==> config.mk <==
export PLATFORM = sky130hd
export DESIGN_NAME = qtab_stream
export DESIGN_NICKNAME = d
export VERILOG_FILES = /design/src/rtl/qtab_pkg.sv /design/src/rtl/qtab_mem.sv /design/src/rtl/qtab_stream.sv
export SDC_FILE = /design/constraint.sdc
export NUM_CORES = 2
export LEC_CHECK = 0
export ABC_AREA = 0
export ABC_CLOCK_PERIOD_IN_PS = 3460
export CORE_MARGIN = 5
export CORE_UTILIZATION = 45
export CTS_CLUSTER_SIZE = 14
export DETAILED_ROUTE_END_ITERATION = 12
export PLACE_DENSITY = 0.61
export SYNTH_ARGS = -nofsm -noshare
export SYNTH_HDL_FRONTEND = slang
export SYNTH_SLANG_ARGS = --single-unit
==> constraint.sdc <==
create_clock -name clk -period 3.46 [get_ports clk]
set_input_delay 0.519 -clock clk [delete_from_list [all_inputs] [get_ports clk]]
set_output_delay 0.519 -clock clk [all_outputs]
set_load 0.02 [all_outputs]
==> src/rtl/qtab_pkg.sv <==
// qtab_pkg: default quantisation table, zig-zag scan order and streamer states
package qtab_pkg;
  typedef enum logic {IDLE, RUN} state_t;
  localparam logic [511:0] DEF_TAB = {
    64'hFF806C5D4F4C473C,
    64'h80805D554C473C37,
    64'h6C5D4F4C473C3C36,
    64'h5D5D4F4C473C3733,
    64'h5D4F4C47403B332B,
    64'h4F4C47403B332B23,
    64'h4F4C473C362D251E,
    64'h4C473B362D251E19
  };
  localparam logic [5:0] ZIGZAG [64] = '{
    6'd0,  6'd1,  6'd8,  6'd16, 6'd9,  6'd2,  6'd3,  6'd10,
    6'd17, 6'd24, 6'd32, 6'd25, 6'd18, 6'd11, 6'd4,  6'd5,
    6'd12, 6'd19, 6'd26, 6'd33, 6'd40, 6'd48, 6'd41, 6'd34,
    6'd27, 6'd20, 6'd13, 6'd6,  6'd7,  6'd14, 6'd21, 6'd28,
    6'd35, 6'd42, 6'd49, 6'd56, 6'd57, 6'd50, 6'd43, 6'd36,
    6'd29, 6'd22, 6'd15, 6'd23, 6'd30, 6'd37, 6'd44, 6'd51,
    6'd58, 6'd59, 6'd52, 6'd45, 6'd38, 6'd31, 6'd39, 6'd46,
    6'd53, 6'd60, 6'd61, 6'd54, 6'd47, 6'd55, 6'd62, 6'd63
  };
  function automatic logic [7:0] def_val(input int a);
    return DEF_TAB[511-8*a -: 8];
  endfunction
endpackage

==> src/rtl/qtab_mem.sv <==
// qtab_mem: multi-table coefficient store with reset defaults, one write and one async read port
module qtab_mem import qtab_pkg::*; #(
  parameter int DATA_W = 8,
  parameter int NUM_TAB = 2,
  localparam int TAB_W = NUM_TAB > 1 ? $clog2(NUM_TAB) : 1
) (
  input  logic              clk,
  input  logic              rst_n,
  input  logic              wr_en,
  input  logic [TAB_W-1:0]  wr_tab,
  input  logic [5:0]        wr_addr,
  input  logic [DATA_W-1:0] wr_data,
  input  logic [TAB_W-1:0]  rd_tab,
  input  logic [5:0]        rd_addr,
  output logic [DATA_W-1:0] rd_data
);
  logic [DATA_W-1:0] mem [NUM_TAB][64];
  always_ff @(posedge clk or negedge rst_n)
    if (!rst_n) begin
      for (int t = 0; t < NUM_TAB; t++)
        for (int a = 0; a < 64; a++)
          mem[t][a] <= DATA_W'(def_val(a));
    end else if (wr_en && 32'(wr_tab) < NUM_TAB) begin
      mem[wr_tab][wr_addr] <= wr_data;
    end
  always_comb rd_data = 32'(rd_tab) < NUM_TAB ? mem[rd_tab][rd_addr] : '0;
endmodule

==> src/rtl/qtab_stream.sv <==
// qtab_stream: writable quantisation tables streamed as 64-beat raster or zig-zag blocks
module qtab_stream import qtab_pkg::*; #(
  parameter int DATA_W = 8,
  parameter int NUM_TAB = 2,
  localparam int TAB_W = NUM_TAB > 1 ? $clog2(NUM_TAB) : 1
) (
  input  logic              clk,
  input  logic              rst_n,
  input  logic              wr_en,
  input  logic [TAB_W-1:0]  wr_tab,
  input  logic [5:0]        wr_addr,
  input  logic [DATA_W-1:0] wr_data,
  input  logic              start,
  input  logic [TAB_W-1:0]  tab_sel,
  input  logic              zz_mode,
  output logic              busy,
  output logic              q_valid,
  input  logic              q_ready,
  output logic [DATA_W-1:0] q_data,
  output logic [5:0]        q_idx,
  output logic [5:0]        q_addr,
  output logic              q_last
);
  state_t state;
  logic [TAB_W-1:0] tab_r, rd_tab;
  logic zz_r, zz, idle, fetch;
  logic [6:0] pos, p;
  logic [5:0] raddr;
  logic [DATA_W-1:0] rd_data;
  qtab_mem #(.DATA_W(DATA_W), .NUM_TAB(NUM_TAB)) u_mem (
    .clk(clk), .rst_n(rst_n),
    .wr_en(wr_en), .wr_tab(wr_tab), .wr_addr(wr_addr), .wr_data(wr_data),
    .rd_tab(rd_tab), .rd_addr(raddr), .rd_data(rd_data)
  );
  always_comb begin
    idle = state == IDLE;
    p = idle ? 7'd0 : pos;
    zz = idle ? zz_mode : zz_r;
    rd_tab = idle ? tab_sel : tab_r;
    raddr = zz ? ZIGZAG[p[5:0]] : p[5:0];
    fetch = idle ? start : (!pos[6] && (!q_valid || q_ready));
  end
  assign busy = !idle;
  always_ff @(posedge clk or negedge rst_n)
    if (!rst_n) begin
      state <= IDLE;
      tab_r <= '0;
      zz_r <= 1'b0;
      pos <= '0;
      q_valid <= 1'b0;
      q_data <= '0;
      q_idx <= '0;
      q_addr <= '0;
      q_last <= 1'b0;
    end else begin
      if (fetch) begin
        q_valid <= 1'b1;
        q_data <= rd_data;
        q_addr <= raddr;
        q_idx <= p[5:0];
        q_last <= p == 7'd63;
        pos <= p + 7'd1;
      end else if (q_ready) begin
        q_valid <= 1'b0;
      end
      if (idle && start) begin
        state <= RUN;
        tab_r <= tab_sel;
        zz_r <= zz_mode;
      end else if (!idle && q_valid && q_ready && q_last) begin
        state <= IDLE;
      end
    end
endmodule

==> results.yml <==
power_and_ir_drop:
  irDropWorstVdd_mv: 0.5321
  seq_power_share_pct: 24.2
  power_density_nw_per_um2: 976.5
  internal_power_w: 0.03553
  share_comb_of_total_power_pct: 55.4
  switching_share_pct: 41.14
  p_sw_w: 0.02484
  total_power_w: 0.06037
  pwr-share-clk_pct: 20.4
  leakage_nw: 26.92
finish:
  drive_gt1_share_pct: 51.61
  area_delta_synth_final_pct: 21.55
  layout_commonest_cell: "mux2_2"
  final.fill_count: 9453
  fin_nets: 4789
  layout_common_cells: "1024 x mux2_2, 855 x nand2_1, 555 x dfrtp_1"
  finish.utilization_pct: 55.03
  final_cell_area_sq_um: 61830
  layout.cells.non_filler: 6355
critical_path:
  r2r-start: "busy$_DFFE_PN0P_"
  rr_worst_depth: 18
  cp-end-kind: "flip-flop"
  crit_type: "reg2reg"
  ff2ff_setup_slack_ns: -0.22
  start_kind: "flip-flop"
  required_ns: 4.04
  cp.arrival_ns: 4.26
  crit_fanout: 8
  r2r_end: "q_data[6]$_DFFE_PN0P_"
synthesis:
  netlist_instances: 4337
  synth_seq_cells: 1056
  ys_seq_area_share_pct: 53.18
  synth_edf_count: 0
  synthesis.area_sq_um: 50870
  mappedNetlistNets: 4372
  ys.flop_type: "dfrtp_1"
  synth_cell_types: 73
  synth_warnings: 0
  syn_area_per_cell_sq_um: 11.73
  synth-async-reset-ratio_pct: 100.0
clock_network:
  clock_latency_ns: 0.74
  cts_sinks: 1056
  clockRootBuffer: "clkbuf_16"
  clk_pin_slew_worst_paths_ns: 0.06
  cts_made_buffers: 112
  cts_max_level: 3
  cts_tree: "done"
  clockBufferDepth: 3
status:
  status: "finished with violations"
  violations: "negative setup slack"
routing:
  drc: 0
  ant_nets: 0
  firstDrtPassIters: 6
  drt-vias-per-instance: 5.825
  wl_mm: 158.4
  vias: 37020
  wl_per_cell_um: 24.93
  drt-initial-drc-count: 3476
floorplanning:
  rows: 123
  coreArea_sq_um: 112300
  boundaryPins: 45
  dieArea_sq_um: 119900
  die_h_um: 346.2
  die_x_um: 346.2
  start_util_pct: 45.28
timing:
  rsz0062_at_grt: "true"
  fin_ws_ns: -0.2161
  setup_viol: 8
  max_freq_mhz: 272.0
  fin_crit_sh_pct: 106.2
  slew_violations: 0
  hold_viol_final: 0
  finClkSkew_ns: 0.05156
  worst_pin_slew_ns: 0.8863
  post-route-min-period_ns: 3.676
  finalSetupTns_ns: -1.014
  timing.slew.headroom_pct: 40.91
grt:
  grt_usage_pct: 25.77
  grt_pass1_vias: 37187
  antenna_found_initial: 9
  grt_pass1_wl_mm: 239.7
  gr-total-overflow: 0
  grt_max_degree: 118
flow_run:
  drv_cap: 0
place:
  gp_congestion: 0.9077
  portBuffers: 44
  dpl_cell_area_sq_um: 56430
  hpwl_mm: 103.9
  dp.cells: 6077
worst_hold_path:
  hp-class: "in2async"
sequential cells by signal (all words and copies together), names as in the netlist:
register,count
u_mem.mem,1024
q_data,8
pos,7
q_addr,6
q_idx,6
busy,1
q_last,1
q_valid,1
tab_r,1
zz_r,1
cells in the mapped netlist, drive strengths merged (17+ instances only):
cell type | number | area (sq um)
mux2 | 1027 | 11560
nand2 | 861 | 3232
dfrtp | 556 | 13910
dfstp | 500 | 13140
nand3 | 316 | 1587
clkbuf | 169 | 634.4
buf | 166 | 944.6
nor2 | 151 | 569.3
mux4 | 68 | 1546
and3 | 61 | 381.6
a31oi | 59 | 369.1
a311oi | 57 | 499.2
a21oi | 53 | 265.3
mux2i | 35 | 350.3
o21ai | 35 | 175.2
nand2b | 18 | 112.6
a211oi | 17 | 127.6
cell type report:
class	count	area, sq um	share of cell area (%)
Sequential cell	1056	27050	43.76
Multi-Input combinational cell	2935	22970	37.15
Timing Repair Buffer	638	6120	9.898
Clock buffer	174	3316	5.363
Tap cell	1500	1877	3.036
Clock inverter	38	437.9	0.7083
Inverter	11	46.29	0.07488
Antenna cell	3	7.507	0.01214
power by group through the flow:
stage	Sequential [W]	Combinational [W]	Clock (W)
after floorplan	0.0146	0.0140	0
after global placement	0.0147	0.0282	0
after detailed placement	0.0148	0.0281	0
after CTS	0.0146	0.0309	0.0125
after global routing	0.0147	0.0350	0.0130
final	0.0146	0.0335	0.0123
logic make-up (layout without fill, tap and decap cells):
logic type,after synthesis,count (layout),synth area share (%)
flip-flops,1056,1056,53.18
buffers and inverters,346,861,3.185
multiplexers,1130,1130,26.46
XOR/XNOR,4,4,0.06889
AO/OA/AOI/OAI,308,308,4.255
adder cells (fa/ha/maj),13,13,0.3198
other,0,3,0
AND/OR/NAND/NOR,1480,1480,12.53
how the worst max path moves through the flow:
| stage | start | end | slack (ns) | cells past startpoint |
|---|---|---|---|---|
| floorplan | pos[0]$_DFFE_PN0P_ | q_data[3]$_DFFE_PN0P_ | 0.03 | 18 |
| global placement | busy$_DFFE_PN0P_ | q_data[4]$_DFFE_PN0P_ | -0.75 | 18 |
| detailed placement | busy$_DFFE_PN0P_ | q_data[4]$_DFFE_PN0P_ | -0.75 | 18 |
| CTS | pos[0]$_DFFE_PN0P_ | q_data[6]$_DFFE_PN0P_ | -0.27 | 16 |
| global route | busy$_DFFE_PN0P_ | q_data[6]$_DFFE_PN0P_ | -0.36 | 18 |
| finish | busy$_DFFE_PN0P_ | q_data[6]$_DFFE_PN0P_ | -0.22 | 18 |
timing repair:
item,CTS,global route
pin swaps,23,53
hold buffers,1,0
endpoints found under the setup margin,8,8
hold endpoints to repair,25,0
gates resized for setup,69,133
buffers inserted,33,23
cloned,6,2
critical path, cell delays in order, from the launching register on:
cell and delay, ns:
dfrtp_2 0.42, nand2_4 0.09, inv_4 0.10, ha_2 0.19, inv_1 0.04, ha_1 0.19, mux2_4 0.29, nand3_4 0.07
o41ai_4 0.09, o41a_2 0.51, buf_12 0.17, buf_4 0.16, buf_6 0.15, and2_1 0.16, a21oi_2 0.16, o211ai_1 0.25
a31oi_1 0.28, buf_4 0.18, a2111oi_4 0.03
per-layer routing:
metal	vias up	wire length (um)	part of all wire (%)	GRT usage [%]
li1	16194	-	-	-
met4	8	5342	3.4	8.603
met1	19307	69520	44	36.57
met5	-	51	0.032	0
met2	1205	72180	46	39.78
met3	306	11340	7.2	5.365
through the flow:
step / hold WS [ns] / setup WS [ns]
final: 0.4027 / -0.2161
after detailed placement: 0.4822 / -0.7491
after floorplan: 0.2234 / 0.02900
after CTS: 0.3707 / -0.2694
after global placement: 0.4653 / -0.7471
after global routing: 0.4085 / -0.3618
(Power assumes the default switching activity.)
